--- config.mk ---
export PLATFORM = sky130hd
export DESIGN_NAME = sigmon_event_collector
export DESIGN_NICKNAME = d
export VERILOG_FILES = /design/src/rtl/sigmon_event_collector.sv
export SDC_FILE = /design/constraint.sdc
export NUM_CORES = 1
export LEC_CHECK = 0
export CELL_PAD_IN_SITES_DETAIL_PLACEMENT = 0
export CELL_PAD_IN_SITES_GLOBAL_PLACEMENT = 1
export CORE_UTILIZATION = 31
export DETAILED_ROUTE_END_ITERATION = 12
export PLACE_DENSITY = 0.84
export SYNTH_ARGS = -nofsm -noshare
export SYNTH_HDL_FRONTEND = slang
export SYNTH_SLANG_ARGS = --single-unit
--- constraint.sdc ---
create_clock -name clk -period 5.3 [get_ports clk]
set_input_delay 0.795 -clock clk [delete_from_list [all_inputs] [get_ports clk]]
set_output_delay 0.795 -clock clk [all_outputs]
set_load 0.01 [all_outputs]
--- src/rtl/sigmon_event_collector.sv ---
// sigmon_event_collector: round-robin drain of N_MON monitor FIFOs onto a tagged 40-bit valid/ready stream.
// Optional read-response watchdog is compiled in with SIGMON_COLLECT_TIMEOUT_EN.
//
// state | meaning
// IDLE  | nothing to do, or collection disabled
// ARB   | pick next eligible monitor from rr_ptr onward
// READ  | issue one FIFO read once the output slot is free
// WAIT  | wait for the selected monitor's read response
// NEXT  | decide: continue burst, rotate, or stop
module sigmon_event_collector #(
    parameter int N_MON   = 4,
    parameter int BURST   = 8,
    parameter int TIMEOUT = 7
) (
    input  logic                  clk,
    input  logic                  reset,
    input  logic                  collect_en,
    input  logic [36*N_MON-1:0]   mon_data,
    input  logic [11*N_MON-1:0]   mon_count,
    input  logic [N_MON-1:0]      mon_valid,
    input  logic [N_MON-1:0]      mon_loss,
    output logic [N_MON-1:0]      mon_read,
    output logic [39:0]           out_data,
    output logic                  out_valid,
    input  logic                  out_ready,
    output logic [N_MON-1:0]      loss_vec,
    output logic [31:0]           word_cnt,
    output logic                  err_timeout
);
    localparam int BC_W = $clog2(BURST + 1);

    typedef enum logic [2:0] {IDLE, ARB, READ, WAIT, NEXT} state_t;

    if (N_MON < 1 || N_MON > 16) begin : g_bad_n_mon
        $error("sigmon_event_collector: N_MON must be in 1..16");
    end
    if (BURST < 1 || TIMEOUT < 1) begin : g_bad_limits
        $error("sigmon_event_collector: BURST and TIMEOUT must be at least 1");
    end

    state_t              state_q, state_d;
    logic [3:0]          sel_q, sel_d;
    logic [3:0]          rr_ptr_q, rr_ptr_d;
    logic [BC_W-1:0]     burst_cnt_q, burst_cnt_d;
    logic [39:0]         out_data_q, out_data_d;
    logic                out_valid_q, out_valid_d;
    logic [N_MON-1:0]    loss_q, loss_d;
    logic [31:0]         word_cnt_q, word_cnt_d;
    logic                collect_en_q;

    logic [N_MON-1:0]    elig, elig_rot, sel_oh;
    logic [2*N_MON-1:0]  elig_dbl;
    logic [36*N_MON-1:0] data_sh;
    logic                arb_found;
    logic [3:0]          arb_off, arb_idx, sel_inc;
    logic [4:0]          arb_sum;
    logic                sel_valid, sel_elig, rsp_timeout;

    for (genvar i = 0; i < N_MON; i++) begin : g_elig
        assign elig[i] = |mon_count[11*i +: 11];
    end

    // Rotate eligibility so bit 0 is rr_ptr; first set bit is the grant offset.
    assign elig_dbl = {elig, elig} >> rr_ptr_q;
    assign elig_rot = elig_dbl[N_MON-1:0];

    always_comb begin
        arb_found = 1'b0;
        arb_off   = '0;
        for (int k = 0; k < N_MON; k++) begin
            if (!arb_found && elig_rot[k]) begin
                arb_found = 1'b1;
                arb_off   = 4'(k);
            end
        end
    end

    assign arb_sum   = {1'b0, rr_ptr_q} + {1'b0, arb_off};
    assign arb_idx   = (arb_sum >= 5'(N_MON)) ? 4'(arb_sum - 5'(N_MON)) : arb_sum[3:0];
    assign sel_inc   = (sel_q == 4'(N_MON - 1)) ? 4'd0 : sel_q + 4'd1;
    assign sel_oh    = N_MON'(1) << sel_q;
    assign sel_valid = |(mon_valid & sel_oh);
    assign sel_elig  = |(elig & sel_oh);
    assign data_sh   = mon_data >> (32'(sel_q) * 32'd36);

`ifdef SIGMON_COLLECT_TIMEOUT_EN
    localparam int TMR_W = $clog2(TIMEOUT + 1);
    logic [TMR_W-1:0] tmr_q, tmr_d;
    logic             err_q, err_d;

    always_comb begin
        tmr_d = tmr_q;
        if (state_q == READ)
            tmr_d = TMR_W'(TIMEOUT - 1);
        else if (state_q == WAIT && tmr_q != '0)
            tmr_d = tmr_q - TMR_W'(1);
    end

    assign rsp_timeout = (state_q == WAIT) && !sel_valid && (tmr_q == '0);
    assign err_d       = err_q | rsp_timeout;

    always_ff @(posedge clk) begin
        if (reset) begin
            tmr_q <= '0;
            err_q <= 1'b0;
        end else begin
            tmr_q <= tmr_d;
            err_q <= err_d;
        end
    end

    assign err_timeout = err_q;
`else
    assign rsp_timeout = 1'b0;
    assign err_timeout = 1'b0;
`endif

    always_comb begin
        state_d     = state_q;
        sel_d       = sel_q;
        rr_ptr_d    = rr_ptr_q;
        burst_cnt_d = burst_cnt_q;
        out_data_d  = out_data_q;
        out_valid_d = out_valid_q;
        mon_read    = '0;
        if (out_valid_q && out_ready)
            out_valid_d = 1'b0;
        case (state_q)
            IDLE: if (collect_en && |elig) state_d = ARB;
            ARB: begin
                if (arb_found) begin
                    sel_d       = arb_idx;
                    burst_cnt_d = '0;
                    state_d     = READ;
                end else begin
                    state_d = IDLE;
                end
            end
            READ: begin
                if (!collect_en) begin
                    state_d = IDLE;
                end else if (!out_valid_q) begin
                    mon_read = sel_oh;
                    state_d  = WAIT;
                end
            end
            WAIT: begin
                if (sel_valid) begin
                    out_data_d  = {sel_q, data_sh[35:0]};
                    out_valid_d = 1'b1;
                    burst_cnt_d = burst_cnt_q + BC_W'(1);
                    state_d     = NEXT;
                end else if (rsp_timeout) begin
                    rr_ptr_d = sel_inc;
                    state_d  = ARB;
                end
            end
            NEXT: begin
                if (collect_en && burst_cnt_q < BC_W'(BURST) && sel_elig) begin
                    state_d = READ;
                end else begin
                    rr_ptr_d = sel_inc;
                    state_d  = collect_en ? ARB : IDLE;
                end
            end
            default: state_d = IDLE;
        endcase
    end

    // A collect_en rising edge starts a fresh loss window.
    assign loss_d     = ((collect_en && !collect_en_q) ? '0 : loss_q) | mon_loss;
    assign word_cnt_d = (out_valid_q && out_ready) ? word_cnt_q + 32'd1 : word_cnt_q;

    always_ff @(posedge clk) begin
        if (reset) begin
            state_q      <= IDLE;
            sel_q        <= '0;
            rr_ptr_q     <= '0;
            burst_cnt_q  <= '0;
            out_data_q   <= '0;
            out_valid_q  <= 1'b0;
            loss_q       <= '0;
            word_cnt_q   <= '0;
            collect_en_q <= 1'b0;
        end else begin
            state_q      <= state_d;
            sel_q        <= sel_d;
            rr_ptr_q     <= rr_ptr_d;
            burst_cnt_q  <= burst_cnt_d;
            out_data_q   <= out_data_d;
            out_valid_q  <= out_valid_d;
            loss_q       <= loss_d;
            word_cnt_q   <= word_cnt_d;
            collect_en_q <= collect_en;
        end
    end

    assign out_data  = out_data_q;
    assign out_valid = out_valid_q;
    assign loss_vec  = loss_q;
    assign word_cnt  = word_cnt_q;
endmodule

* Word level (Yosys, flattened, before mapping) *
Index checks and enable logic that the tools add are counted.
W data, S select, Z words.

word-level totals
  register bits after elaboration = 93
  bits of input ports = 200

operators by class
  add/subtract/negate cells = 5
  multipliers = 1
  order comparisons = 2
  equality and inequality tests = 9
  shifts and indexed selects = 3
  multiplexer cells = 27
  bitwise gates (word level) = 4
  reductions and logical operators = 26

operators with widths
  operator                 count
  $shr A144 B10 Y36        1
  $reduce_or A11 Y1        4
  $reduce_or A44 Y1        1
  $mux W4                  9
  $add A32 B1 Y32 const B  1
  $pmux W3 S5              1
  $mux W3                  4
  $mux W1                  9
  $add A4 B1 Y4 const B    2
  $and A4 B4 Y4            2
  $logic_and A1 B1 Y1      8
  $mul A4 B4 Y8 const B    1
  $pmux W4 S2              1
  $reduce_or A4 Y1         2
  $shr A8 B4 Y4            1
  $eq A3 B2 Y1 const B     2
  $mux W2                  3
  $ne A2 B2 Y1 const B     3
  $reduce_and A2 Y1        3
  $reduce_and A3 Y1        2
  $add A4 B4 Y5            1
  $ge A5 B3 Y1 const B     1
  $eq A4 B2 Y1 const B     1
  $logic_not A1 Y1         4
  other kinds (10)         10

* Depth between registers and ports, before layout *
  word-level depth = 15
  mapped depth = 16
  gate-level depth less buffers = 15

* Worst setup path before layout *
Ideal clock, no wire load.

  kind = in2reg
  start point = input mon_count[27]
  end point = register sel_q[2]
  data arrival time = 3.048 ns
  required time = 5.228 ns
  setup slack = 2.181 ns
  stages on the path = 14
  path buffers = 0
  path through = nor4_4 nand3_2 a2111oi_2 a211oi_1 and2b_1 ha_1 a21oi_1 nor2b_1 xnor2_1 ha_1 nand2_1 a31oi_1 nand2b_1 mux2i_1

between the ends
  cells in the longest elaborated chain, start to end = 15

ends and longest elaborated chain
  what                                           line  source
  start: declaration                             19    input logic [11*N_MON-1:0] mon_count,
  $reduce_or A11 Y1 (*)                          60    assign elig[i] = |mon_count[11*i +: 11];
  $shr A8 B4 Y4 (*)                              64    assign elig_dbl = {elig, elig} >> rr_ptr_q;
  $mux W1                                        71    if (!arb_found && elig_rot[k]) begin
  $logic_not A1 Y1                               71
  $logic_and A1 B1 Y1                            71
  $mux W1                                        71
  $logic_not A1 Y1                               71
  $logic_and A1 B1 Y1                            71
  $mux W1                                        71
  $logic_not A1 Y1                               71
  $logic_and A1 B1 Y1                            71
  $mux W4                                        71
  $add A4 B4 Y5                                  78    assign arb_sum = {1'b0, rr_ptr_q} + {1'b0, arb_off};
  $sub A4 B3 Y4 or $ge A5 B3 Y1 (tied branches)  79    assign arb_idx = (arb_sum >= 5'(N_MON)) ? 4'(arb_sum - 5'(N_MON)) : arb_sum[3:0];
  $mux W4                                        79
  end signal: assignment                         187   sel_q <= sel_d;
  end: declaration                               42    logic [3:0] sel_q, sel_d;

Mark *: on every way between the ends. The rest lies on a longest branch, timed or not.
A chain may end at the register's enable or synchronous reset.

* Worst setup path after layout *
  start point = input collect_en
  end point = output mon_read[2]

between the ends
  cells in the longest elaborated chain, start to end = 2

ends and longest elaborated chain
  what                line  source
  start: declaration  17    input logic collect_en,
  $mux W4             140   if (!collect_en) begin
  $mux W4             128   case (state_q)
  end: declaration    22    output logic [N_MON-1:0] mon_read,

Every way passes these cells.

==> report_table.html <==
<table>
<tr><th>Metric</th><th>Value</th></tr>
<tr><th colspan="2">STA</th></tr>
<tr><td>Number of endpoints failing setup at the final stage</td><td>0</td></tr>
<tr><td>Final Slew Violations</td><td>0</td></tr>
<tr><td>RSZ-0062 raised after global routing</td><td>no</td></tr>
<tr><td>Final Hold Vio Count</td><td>0</td></tr>
<tr><td>Fmax</td><td>approximately 0.28 GHz</td></tr>
<tr><td>Minimum period implied by the final worst setup slack</td><td>around 3.6 ns</td></tr>
<tr><td>Slew at the pin with the worst max-slew slack</td><td>around 1.1 ns</td></tr>
<tr><td>Relative slew slack</td><td>0.282</td></tr>
<tr><td>Worst setup slack after layout</td><td>approximately 1.7 ns</td></tr>
<tr><td>Clock Skews</td><td>between 0.009 and 0.01 ns</td></tr>
<tr><td>Setup TNS</td><td>0 ns</td></tr>
<tr><td>Share of the clock period used by the worst path</td><td>0.679</td></tr>
<tr><th colspan="2">Placed design</th></tr>
<tr><td>Global placement routability congestion</td><td>~0.76</td></tr>
<tr><td>Number of buffers added on ports</td><td>280</td></tr>
<tr><td>Cell count after placement</td><td>between 1000 and 1500</td></tr>
<tr><td>Dpl hpwl</td><td>12.4 mm</td></tr>
<tr><td>Pre-CTS WS</td><td>about 1.4 ns</td></tr>
<tr><th colspan="2">GRT</th></tr>
<tr><td>First-pass GRT wire length</td><td>26.1 mm</td></tr>
<tr><td>Largest net degree at the start of global routing</td><td>roughly 100</td></tr>
<tr><td>Aggregate global routing overflow</td><td>0</td></tr>
<tr><td>Initial antenna violation count</td><td>0</td></tr>
<tr><td>Total global-route track usage</td><td>0.184</td></tr>
<tr><td>Vias in the first global route</td><td>approximately 5100</td></tr>
<tr><th colspan="2">Routing</th></tr>
<tr><td>Overall routed net length</td><td>16.4 mm</td></tr>
<tr><td>Total iterations of the first detailed-routing run</td><td>5</td></tr>
<tr><td>Total number of vias</td><td>between 5000 and 6000</td></tr>
<tr><td>Per-cell routed wire length</td><td>between 15 and 20 um</td></tr>
<tr><td>Number of nets with antenna violations after routing</td><td>0</td></tr>
<tr><td>Drt via density</td><td>around 5</td></tr>
<tr><td>DRC violation count after routing</td><td>0</td></tr>
<tr><td>Initial drt markers</td><td>about 160</td></tr>
<tr><th colspan="2">Finish</th></tr>
<tr><td>Relative area change from synthesis to final layout</td><td>60.3%</td></tr>
<tr><td>Utilization after layout</td><td>0.513</td></tr>
<tr><td>Fraction of layout cells with a size suffix above 1</td><td>0.105</td></tr>
<tr><td>Fin cells</td><td>1047</td></tr>
<tr><td>Fillers</td><td>1582</td></tr>
<tr><td>Diodes inserted</td><td>0</td></tr>
<tr><td>Number of nets in the layout</td><td>between 1000 and 1500</td></tr>
<tr><th colspan="2">Floorplan</th></tr>
<tr><td>Chip Width</td><td>around 130 um</td></tr>
<tr><td>Area of the placeable core</td><td>roughly 0.017 mm2</td></tr>
<tr><td>Number of primary I/O pins</td><td>between 200 and 300</td></tr>
<tr><td>Initial core utilization</td><td>0.320</td></tr>
<tr><td>Die Height</td><td>around 130 um</td></tr>
<tr><td>Overall die area</td><td>~0.018 mm2</td></tr>
<tr><td>Row cnt</td><td>47</td></tr>
<tr><th colspan="2">Worst setup path</th></tr>
<tr><td>Crit path to</td><td>mon_read[2]</td></tr>
<tr><td>Cell depth of the worst flop-to-flop path</td><td>12</td></tr>
<tr><td>Required time of the worst setup path</td><td>roughly 4.5 ns</td></tr>
<tr><td>Start point of the critical path</td><td>collect_en</td></tr>
<tr><td>Arrival @ worst endpoint</td><td>~2.8 ns</td></tr>
<tr><td>Kind of capture point of the worst setup path</td><td>primary output</td></tr>
<tr><td>Element type at the critical path start</td><td>input pin</td></tr>
<tr><td>Start-to-end type of the worst setup path</td><td>in -&gt; out</td></tr>
<tr><td>Worst R2R Setup Slack</td><td>2.24 ns</td></tr>
<tr><td>Reg2Reg Capture Point</td><td>sel_q[3]$_SDFFE_PP0P_</td></tr>
<tr><td>Maximum fanout count along the critical path</td><td>6</td></tr>
<tr><td>Source of the worst register-to-register timing path</td><td>rr_ptr_q[0]$_SDFFE_PP0P_</td></tr>
<tr><th colspan="2">Power</th></tr>
<tr><td>Total power</td><td>approximately 0.0017 W</td></tr>
<tr><td>Static Leakage</td><td>between 2 and 3 nW</td></tr>
<tr><td>Pwr Density</td><td>a little under 200 mW/mm2</td></tr>
<tr><td>Max VDD drop</td><td>0.176 mV</td></tr>
<tr><th colspan="2">Clock tree</th></tr>
<tr><td>Clock latency of the later-clocked register in the worst-skew pair</td><td>roughly 0.34 ns</td></tr>
<tr><td>CTS Hold Bufs</td><td>0</td></tr>
<tr><td>H-tree depth</td><td>3</td></tr>
<tr><td>Reg clk slew, reported paths</td><td>0.07 ns</td></tr>
<tr><td>CTS Buf Count</td><td>9</td></tr>
<tr><td>Clock sink count</td><td>93</td></tr>
<tr><td>Post-CTS resize count</td><td>0</td></tr>
<tr><td>Root buffer cell</td><td>sky130_fd_sc_hd__clkbuf_16</td></tr>
<tr><td>Maximum buffer depth of the clock tree</td><td>2</td></tr>
<tr><td>Setup Fix Bufs, Post-CTS</td><td>0</td></tr>
<tr><td>CTS tree</td><td>built</td></tr>
<tr><th colspan="2">Yosys</th></tr>
<tr><td>Synth unique cells</td><td>roughly 60</td></tr>
<tr><td>Primary flip-flop cell chosen by synthesis mapping</td><td>sky130_fd_sc_hd__dfxtp_1</td></tr>
<tr><td>Share of flip-flops with an asynchronous set or reset after synthesis</td><td>0</td></tr>
<tr><td>Cell count after synthesis</td><td>571</td></tr>
<tr><td>Number of enable flip-flop cells after synthesis</td><td>0</td></tr>
<tr><td>Post-synthesis instance area</td><td>around 0.0054 mm2</td></tr>
<tr><td>Sequential share of the synthesized area</td><td>0.347</td></tr>
<tr><td>Mapped Avg Cell Area</td><td>9.39 um2</td></tr>
<tr><td>Most instantiated library cell after synthesis</td><td>sky130_fd_sc_hd__dfxtp_1</td></tr>
<tr><td>Cell types with the largest area share after synthesis</td><td>sky130_fd_sc_hd__dfxtp_1 35%, sky130_fd_sc_hd__mux4_2 16%, sky130_fd_sc_hd__a21oi_1 5.2%</td></tr>
<tr><td>Top cell type by total area after synthesis</td><td>sky130_fd_sc_hd__dfxtp_1</td></tr>
<tr><td>Area share of the largest cell type after synthesis</td><td>0.347</td></tr>
<tr><td>Commonest cells post-synth</td><td>93 x sky130_fd_sc_hd__dfxtp_1, 67 x sky130_fd_sc_hd__nand2_1, 56 x sky130_fd_sc_hd__a21oi_1</td></tr>
<tr><td>Number of synthesized register bits</td><td>93</td></tr>
<tr><td>Number of warnings reported in the yosys synthesis log</td><td>0</td></tr>
<tr><td>Synth Net Count</td><td>approximately 780</td></tr>
<tr><th colspan="2">Job</th></tr>
<tr><td>Max-capacitance violation count</td><td>0</td></tr>
<tr><th colspan="2">Status</th></tr>
<tr><td>Status</td><td>finished clean</td></tr>
<tr><th colspan="2">Min path</th></tr>
<tr><td>Min-Delay Path Class</td><td>reg -&gt; reg</td></tr>
</table>
[report_power, final]
group	switching (W)	leakage, nW	total, W	internal, W
logic	0.0000681	1.96	0.000239	0.000171
registers	0.00000736	0.752	0.000713	0.000706
clock network	0.000289	0.163	0.000719	0.000430
[registers in the layout, indices dropped and copies added (netlist names)]
| signal | cells |
|---|---|
| collect_en_q | 1 |
| word_cnt | 32 |
| sel_q | 4 |
| out_data | 40 |
| state_q | 3 |
| out_valid | 1 |
| rr_ptr_q | 4 |
| burst_cnt_q | 4 |
| loss_vec | 4 |
[kinds of logic (layout without fill, tap and decap cells)]
group                      after synthesis  in the layout  synth area share
and+or+nand+nor                        249            249             0.261
AOI/OAI and AO/OA                       93             93             0.106
DFF                                     93             93             0.347
buffers and inverters                   54            310            0.0462
muxes                                   49             49             0.181
xor gates and xnor gates                25             25            0.0408
adders and majority gates                7              7            0.0177
other                                    1              1          0.000699
[through the flow]
step | hold slack [ns] | instance area (um2)
2_1_floorplan | 0.473 | 5360
3_3_place_gp | 0.442 | 8270
3_5_place_dp | 0.447 | 8270
4_1_cts | 0.456 | 8600
5_1_grt | 0.473 | 8600
6_report | 0.454 | 8600
[cell type report]
class,count,area (um2),share of cell area
well taps,220,275,0.0320
flip-flops and latches,93,1860,0.217
clock inverters,6,91.3,0.0106
multi-input cells,424,3260,0.379
repair buffers,284,2830,0.329
inverters,10,37.5,0.00437
clock buffers,10,239,0.0278
[worst max-delay path, stage by stage]
cell and delay [ns]:
sky130_fd_sc_hd__clkdlybuf4s50_1 0.63, sky130_fd_sc_hd__nor2b_1 0.25, sky130_fd_sc_hd__nand3_1 0.28, sky130_fd_sc_hd__nor3b_1 0.27, sky130_fd_sc_hd__clkdlybuf4s50_1 0.58
[worst min path at each step]
stage | start | endpoint | slack (ns) | depth (start not counted)
2_1_floorplan | burst_cnt_q[1]$_SDFFE_PP0P_ | burst_cnt_q[1]$_SDFFE_PP0P_ | 0.47 | 2
3_3_place_gp | out_data[8]$_SDFFE_PP0P_ | out_data[8]$_SDFFE_PP0P_ | 0.44 | 2
3_5_place_dp | out_data[15]$_SDFFE_PP0P_ | out_data[15]$_SDFFE_PP0P_ | 0.45 | 2
4_1_cts | out_data[15]$_SDFFE_PP0P_ | out_data[15]$_SDFFE_PP0P_ | 0.46 | 2
5_1_grt | out_data[37]$_SDFFE_PP0P_ | out_data[37]$_SDFFE_PP0P_ | 0.47 | 2
6_report | out_data[5]$_SDFFE_PP0P_ | out_data[5]$_SDFFE_PP0P_ | 0.45 | 2
[cell usage in the layout (no fill, tap or decap), types with 7 or more instances in the layout]
| master | netlist | routed |
|---|---|---|
| sky130_fd_sc_hd__a21oi_1 | 56 | 56 |
| sky130_fd_sc_hd__and3_1 | 7 | 7 |
| sky130_fd_sc_hd__clkbuf_16 | 0 | 9 |
| sky130_fd_sc_hd__clkdlybuf4s50_1 | 0 | 279 |
| sky130_fd_sc_hd__dfxtp_1 | 93 | 91 |
| sky130_fd_sc_hd__inv_1 | 8 | 8 |
| sky130_fd_sc_hd__mux2i_1 | 9 | 9 |
| sky130_fd_sc_hd__mux4_2 | 38 | 38 |
| sky130_fd_sc_hd__nand2_1 | 67 | 67 |
| sky130_fd_sc_hd__nand2b_1 | 11 | 11 |
| sky130_fd_sc_hd__nand3_1 | 29 | 28 |
| sky130_fd_sc_hd__nand3b_1 | 26 | 26 |
| sky130_fd_sc_hd__nor2_1 | 47 | 47 |
| sky130_fd_sc_hd__nor3_1 | 8 | 8 |
| sky130_fd_sc_hd__o21ai_0 | 8 | 8 |
| sky130_fd_sc_hd__or3_1 | 8 | 8 |
| sky130_fd_sc_hd__xnor2_1 | 9 | 9 |
| sky130_fd_sc_hd__xor2_1 | 16 | 16 |
[per-layer routing]
| layer | up-vias | track usage | part of all wire |
|---|---|---|---|
| met4 | 0 | 0.0404 | 0.013 |
| met3 | 16 | 0.0422 | 0.050 |
| met2 | 162 | 0.332 | 0.52 |
| met5 | - | 0 | 0 |
| li1 | 2581 | - | - |
| met1 | 2441 | 0.221 | 0.42 |
(Power assumes the default switching activity.)
